$ cat src/rtl/mask_encoder.sv
// mask_encoder: sequential mask-to-address encoder.
// Accepts a SIZE-bit mask and emits up to K packed BIT-wide addresses of its
// set bits, lowest index first, one bit resolved per clock. The out_addr
// layout matches the Decoder's generated_addr input.
// Optional feature macro: MASK_ENCODER_PAD_REPEAT_EN -- when defined, unused
// chunks are filled with the last written address on SCAN->DONE so that the
// Decoder regenerates the input mask for up to K set bits.
module mask_encoder #(
  parameter int SIZE = 8,
  parameter int K    = 4,
  parameter int BIT  = $clog2(SIZE),
  parameter int CW   = $clog2(K + 1)
) (
  input  logic             clk,
  input  logic             rst_n,
  input  logic             in_valid,
  output logic             in_ready,
  input  logic [SIZE-1:0]  in_mask,
  output logic             out_valid,
  input  logic             out_ready,
  output logic [K*BIT-1:0] out_addr,
  output logic [CW-1:0]    out_count,
  output logic             out_overflow
);

  typedef enum logic [1:0] {
    IDLE = 2'd0,
    SCAN = 2'd1,
    DONE = 2'd2
  } state_t;

  state_t           state;
  state_t           state_next;
  logic [SIZE-1:0]  work;
  logic [SIZE-1:0]  work_next;
  logic [CW-1:0]    cnt;
  logic [CW-1:0]    cnt_next;
  logic [K*BIT-1:0] addr;
  logic [K*BIT-1:0] addr_next;
  logic             ovf;
  logic             ovf_next;
  logic [BIT-1:0]   low_idx;
  logic             low_found;

`ifdef MASK_ENCODER_PAD_REPEAT_EN
  logic [BIT-1:0]   last_addr;
`endif

  // Priority encoder: index of the lowest set bit of the working mask.
  always_comb begin
    low_idx   = '0;
    low_found = 1'b0;
    for (int unsigned i = 0; i < SIZE; i++) begin
      if (!low_found && work[i]) begin
        low_idx   = BIT'(i);
        low_found = 1'b1;
      end
    end
  end

`ifdef MASK_ENCODER_PAD_REPEAT_EN
  // Most recently written chunk (chunk cnt-1), used as the padding value.
  always_comb begin
    last_addr = '0;
    for (int unsigned i = 0; i < K; i++) begin
      if (CW'(i + 1) == cnt) last_addr = addr[i*BIT +: BIT];
    end
  end
`endif

  // Next-state, datapath update and handshake outputs.
  always_comb begin
    state_next = state;
    work_next  = work;
    cnt_next   = cnt;
    addr_next  = addr;
    ovf_next   = ovf;
    in_ready   = 1'b0;
    out_valid  = 1'b0;
    unique case (state)
      IDLE: begin
        in_ready = 1'b1;
        if (in_valid) begin
          work_next  = in_mask;
          cnt_next   = '0;
          addr_next  = '0;
          ovf_next   = 1'b0;
          state_next = SCAN;
        end
      end
      SCAN: begin
        if (work == '0) begin
          state_next = DONE;
`ifdef MASK_ENCODER_PAD_REPEAT_EN
          // cnt==K leaves no chunk at or above cnt, so only 1..K-1 pads.
          if (cnt != '0) begin
            for (int unsigned i = 0; i < K; i++) begin
              if (CW'(i) >= cnt) addr_next[i*BIT +: BIT] = last_addr;
            end
          end
`endif
        end else if (cnt == CW'(K)) begin
          ovf_next   = 1'b1;
          state_next = DONE;
        end else begin
          for (int unsigned i = 0; i < K; i++) begin
            if (CW'(i) == cnt) addr_next[i*BIT +: BIT] = low_idx;
          end
          // Clearing the lowest set bit is the same as clearing work[low_idx].
          work_next = work & (work - SIZE'(1));
          cnt_next  = cnt + CW'(1);
        end
      end
      DONE: begin
        out_valid = 1'b1;
        if (out_ready) state_next = IDLE;
      end
      default: state_next = IDLE;
    endcase
  end

  // State register.
  always_ff @(posedge clk or negedge rst_n) begin
    if (!rst_n) state <= IDLE;
    else        state <= state_next;
  end

  // Datapath registers: working mask, chunk counter, addresses, overflow flag.
  always_ff @(posedge clk or negedge rst_n) begin
    if (!rst_n) begin
      work <= '0;
      cnt  <= '0;
      addr <= '0;
      ovf  <= 1'b0;
    end else begin
      work <= work_next;
      cnt  <= cnt_next;
      addr <= addr_next;
      ovf  <= ovf_next;
    end
  end

  assign out_addr     = addr;
  assign out_count    = cnt;
  assign out_overflow = ovf;

endmodule

$ cat config.mk
export PLATFORM = sky130hd
export DESIGN_NAME = mask_encoder
export DESIGN_NICKNAME = d
export VERILOG_FILES = /design/src/rtl/mask_encoder.sv
export SDC_FILE = /design/constraint.sdc
export NUM_CORES = 1
export LEC_CHECK = 0
export ABC_AREA = 1
export BUFFER_PORTS_ARGS = -buffer_cell sky130_fd_sc_hd__buf_2
export CAP_MARGIN = 25
export CORE_MARGIN = 2
export CORE_UTILIZATION = 53
export DETAILED_ROUTE_END_ITERATION = 10
export PLACE_DENSITY = 0.79
export SETUP_SLACK_MARGIN = 0.3
export SLEW_MARGIN = 20
export SYNTH_ARGS = -nofsm -noshare
export SYNTH_HDL_FRONTEND = slang
export SYNTH_SLANG_ARGS = --single-unit
$ cat constraint.sdc
create_clock -name clk -period 1.86 [get_ports clk]
set_input_delay 0.186 -clock clk [delete_from_list [all_inputs] [get_ports clk]]
set_output_delay 0.186 -clock clk [all_outputs]
set_load 0.02 [all_outputs]
==> metrics.cfg <==
[timing]
grt_setup_unrepaired = no
worstMarginPinSlew_ns = 0.5607
post-route-period-util = 0.8124
hold-worst-slack_ns = 0.04059
timing_hold_violations_final = 0
finalSetupTns_ns = 0
skew_ns = 0.002969
setup_viol = 0
maxSlewHeadroom = 0.6262
period_needed_ns = 1.511
slew_violations = 0
clock.fmax_ghz = 0.6618

[yosys]
synth_cell_types = 23
yosys.area.top_type = dfrtp_1
synthTopCellsByArea = dfrtp_1 48%, nand2_1 14%, o21ai_1 5.5%
muxShareOfSynthArea = 0
yosys.area_share.adder = 0.04570
async_flop_share = 1.000
yosys.area_share.simple = 0.2788
ys_seq_area_frac = 0.4753
synth_top_area_frac = 0.4753
synth_compound_area_frac = 0.1344
mappedNetlistArea_um2 = 1369
synth_edf_count = 0
yosysWarnings = 0
syn-instance-count = 163
synth_top_family_by_area = simple AND/OR/NAND/NOR gates
ys_seq_elements = 26
synth.avg_cell_area_um2 = 8.398
synth_xor_area_frac = 0
synth_fp_nets = 180
ys.flop_type = dfrtp_1

[setup_path]
slowest_delay_ns = 0.42
path_max_fanout = 5
rr_endpoint = out_count[2]$_DFFE_PN0P_
critPathSlowestCell = dfrtp_1
start_kind = flop
required_ns = 2.10
r2r_setup_slack_ns = 0.35
cp.arrival_ns = 1.75
worst-path-buf-inv = 3
path_class = reg -> reg
cp_top_family = flip-flops
crit_chain = inv_1 -> ha_2 -> nand2_2 -> inv_2 -> nor2_4 -> nor2_4 -> a21oi_4 -> buf_4 -> nand2_1 -> o21ai_2
timing.rr.start = out_count[1]$_DFFE_PN0P_
reg2reg_depth = 10
end_kind = flop
cpMostUsedCell = nor2_4

[finish]
seq_area_um2 = 654.4
layout_commonest_cell = nand2_1
layout_common_cells = 51 x nand2_1, 29 x buf_2, 23 x dfrtp_1
drive_gt1_frac = 0.3564
n_antenna_cell = 0
multi_input_area_um2 = 666.9
fill_cells = 193
area_growth_pct = 23.58
nNetsFinal = 220

[clock_network]
cts_buffers = 3
clock-sinks = 26
worst_skew_pair.late_latency_ns = 0.33
htree_levels = 1
cts_buffer_depth = 2
clk_root_buffer_cell = clkbuf_4
cts_tree = yes
path_clk_slew_ns = 0.15

[worst_hold_path]
min-delay-start = in_mask[4]
min_to = work[4]$_DFFE_PN0P_
hp-class = in -> reg
hold_depth = 3

[global_route]
track_usage = 0.2313
grt_start_max_net_pins = 27
grt_pass1_vias = 1126
grt_first_pass_wirelength_um = 4781
grt_antenna_before_repair = 0
grt_overflow = 0

[placement]
gp_congestion = 0.9452
io_buffers = 29
post-dp-hpwl_um = 2250

[run]
max_cap_viol_count = 0

[floorplanning]
fp.dieH_um = 54.82
die-area_um2 = 3005
die_w_um = 54.82
initial_utilization = 0.5576
pin_count = 30
rows = 18
core-area_um2 = 2455

[power]
p_leak_nw = 0.8939
p_per_area_nw_per_um2 = 1937
peakVddDrop_uv = 1046

[routing]
routed_wirelength_um = 3163
wl_per_cell_um = 13.63
first_iter_violations = 34
ant_nets = 0
route.detailed.drc = 0
drtPass1Iterations = 4
vias_per_cell = 5.328
vias = 1236

[status]
status = completed

==> worst reg2reg max path: cells and delay by family (launching register included) <==
family                   cells  cell delay, ns
flip-flops                   1            0.42
buffers and inverters        3            0.37
AO/OA/AOI/OAI                2            0.11
AND/OR/NAND/NOR              4            0.32
adder cells (fa/ha/maj)      1            0.21
==> sequential cells by signal (all words and copies together), names as in the netlist <==
| signal | flops |
|---|---|
| out_count | 3 |
| out_overflow | 1 |
| work | 8 |
| state | 2 |
| out_addr | 12 |
==> cell families (layout without fill, tap and decap cells) <==
kind of cell | count (synthesis) | in the layout
adders and majority gates | 5 | 5
DFF | 26 | 26
buffers and inverters | 19 | 58
AOI/OAI and AO/OA | 30 | 30
and+or+nand+nor | 83 | 83
==> how the worst max path moves through the flow <==
stage,cells after the start,from,slack [ns],end
detailed placement,10,out_count[0]$_DFFE_PN0P_,0.15,work[6]$_DFFE_PN0P_
global placement,10,out_count[0]$_DFFE_PN0P_,0.24,work[6]$_DFFE_PN0P_
floorplan,8,state[0]$_DFFE_PN0P_,0.30,work[1]$_DFFE_PN0P_
CTS,7,work[2]$_DFFE_PN0P_,0.31,out_addr[5]$_DFFE_PN0P_
finish,10,out_count[1]$_DFFE_PN0P_,0.35,out_count[2]$_DFFE_PN0P_
global route,10,out_count[1]$_DFFE_PN0P_,0.26,out_count[2]$_DFFE_PN0P_
==> layout make-up <==
cell class / instances / share of cell area
Multi-Input combinational cell: 118 / 0.3942
Sequential cell: 26 / 0.3868
Timing Repair Buffer: 37 / 0.1250
Inverter: 17 / 0.04068
Tap cell: 30 / 0.02219
Clock inverter: 1 / 0.01775
Clock buffer: 3 / 0.01331
==> report_power, final <==
part / leakage, nW / internal [mW] / total [mW] / switching (mW)
combinational: 0.527 / 0.673 / 1.94 / 1.27
sequential: 0.339 / 0.768 / 0.939 / 0.170
clock: 0.0279 / 0.218 / 0.400 / 0.181
==> Yosys cell counts (2+ instances only) <==
cell and n:
nand3_2 6, nand2_2 3, inv_2 3, o21ai_1 15
o21ai_0 6, nor2_1 14, ha_1 5, o21ai_2 4
nand3_1 3, dfrtp_1 26, nand2_1 52, inv_1 14
nor2_4 2
==> metrics by stage <==
step           instance area (um2)  setup WS [ns]    util  std cells  power (mW)
2_1_floorplan                 1370         0.3011       -        163       2.241
3_3_place_gp                  1526         0.2396  0.6218        220       2.508
3_5_place_dp                  1526         0.1531  0.6218        220       2.583
4_1_cts                       1634         0.3088  0.6656        230       3.105
5_1_grt                       1692         0.2645  0.6891        232       3.532
6_report                      1692         0.3490  0.6891        232       3.276
==> per-layer routing <==
layer	track usage	up-vias	routed length [um]
met5	0	-	0
met4	0.1583	0	62
met3	0.02459	8	156
met2	0.3889	51	1638
met1	0.2743	571	1305
li1	-	606	-
==> repair_timing <==
item | 4_1_cts | 5_1_grt
buffers inserted | 5 | 2
resized for setup | 3 | 17
setup endpoints to repair | 23 | 23
pin swaps | 0 | 2
endpoints found under the hold margin | 26 | 0
hold buffers | 1 | 0
Power figures use the tool's default switching activity.
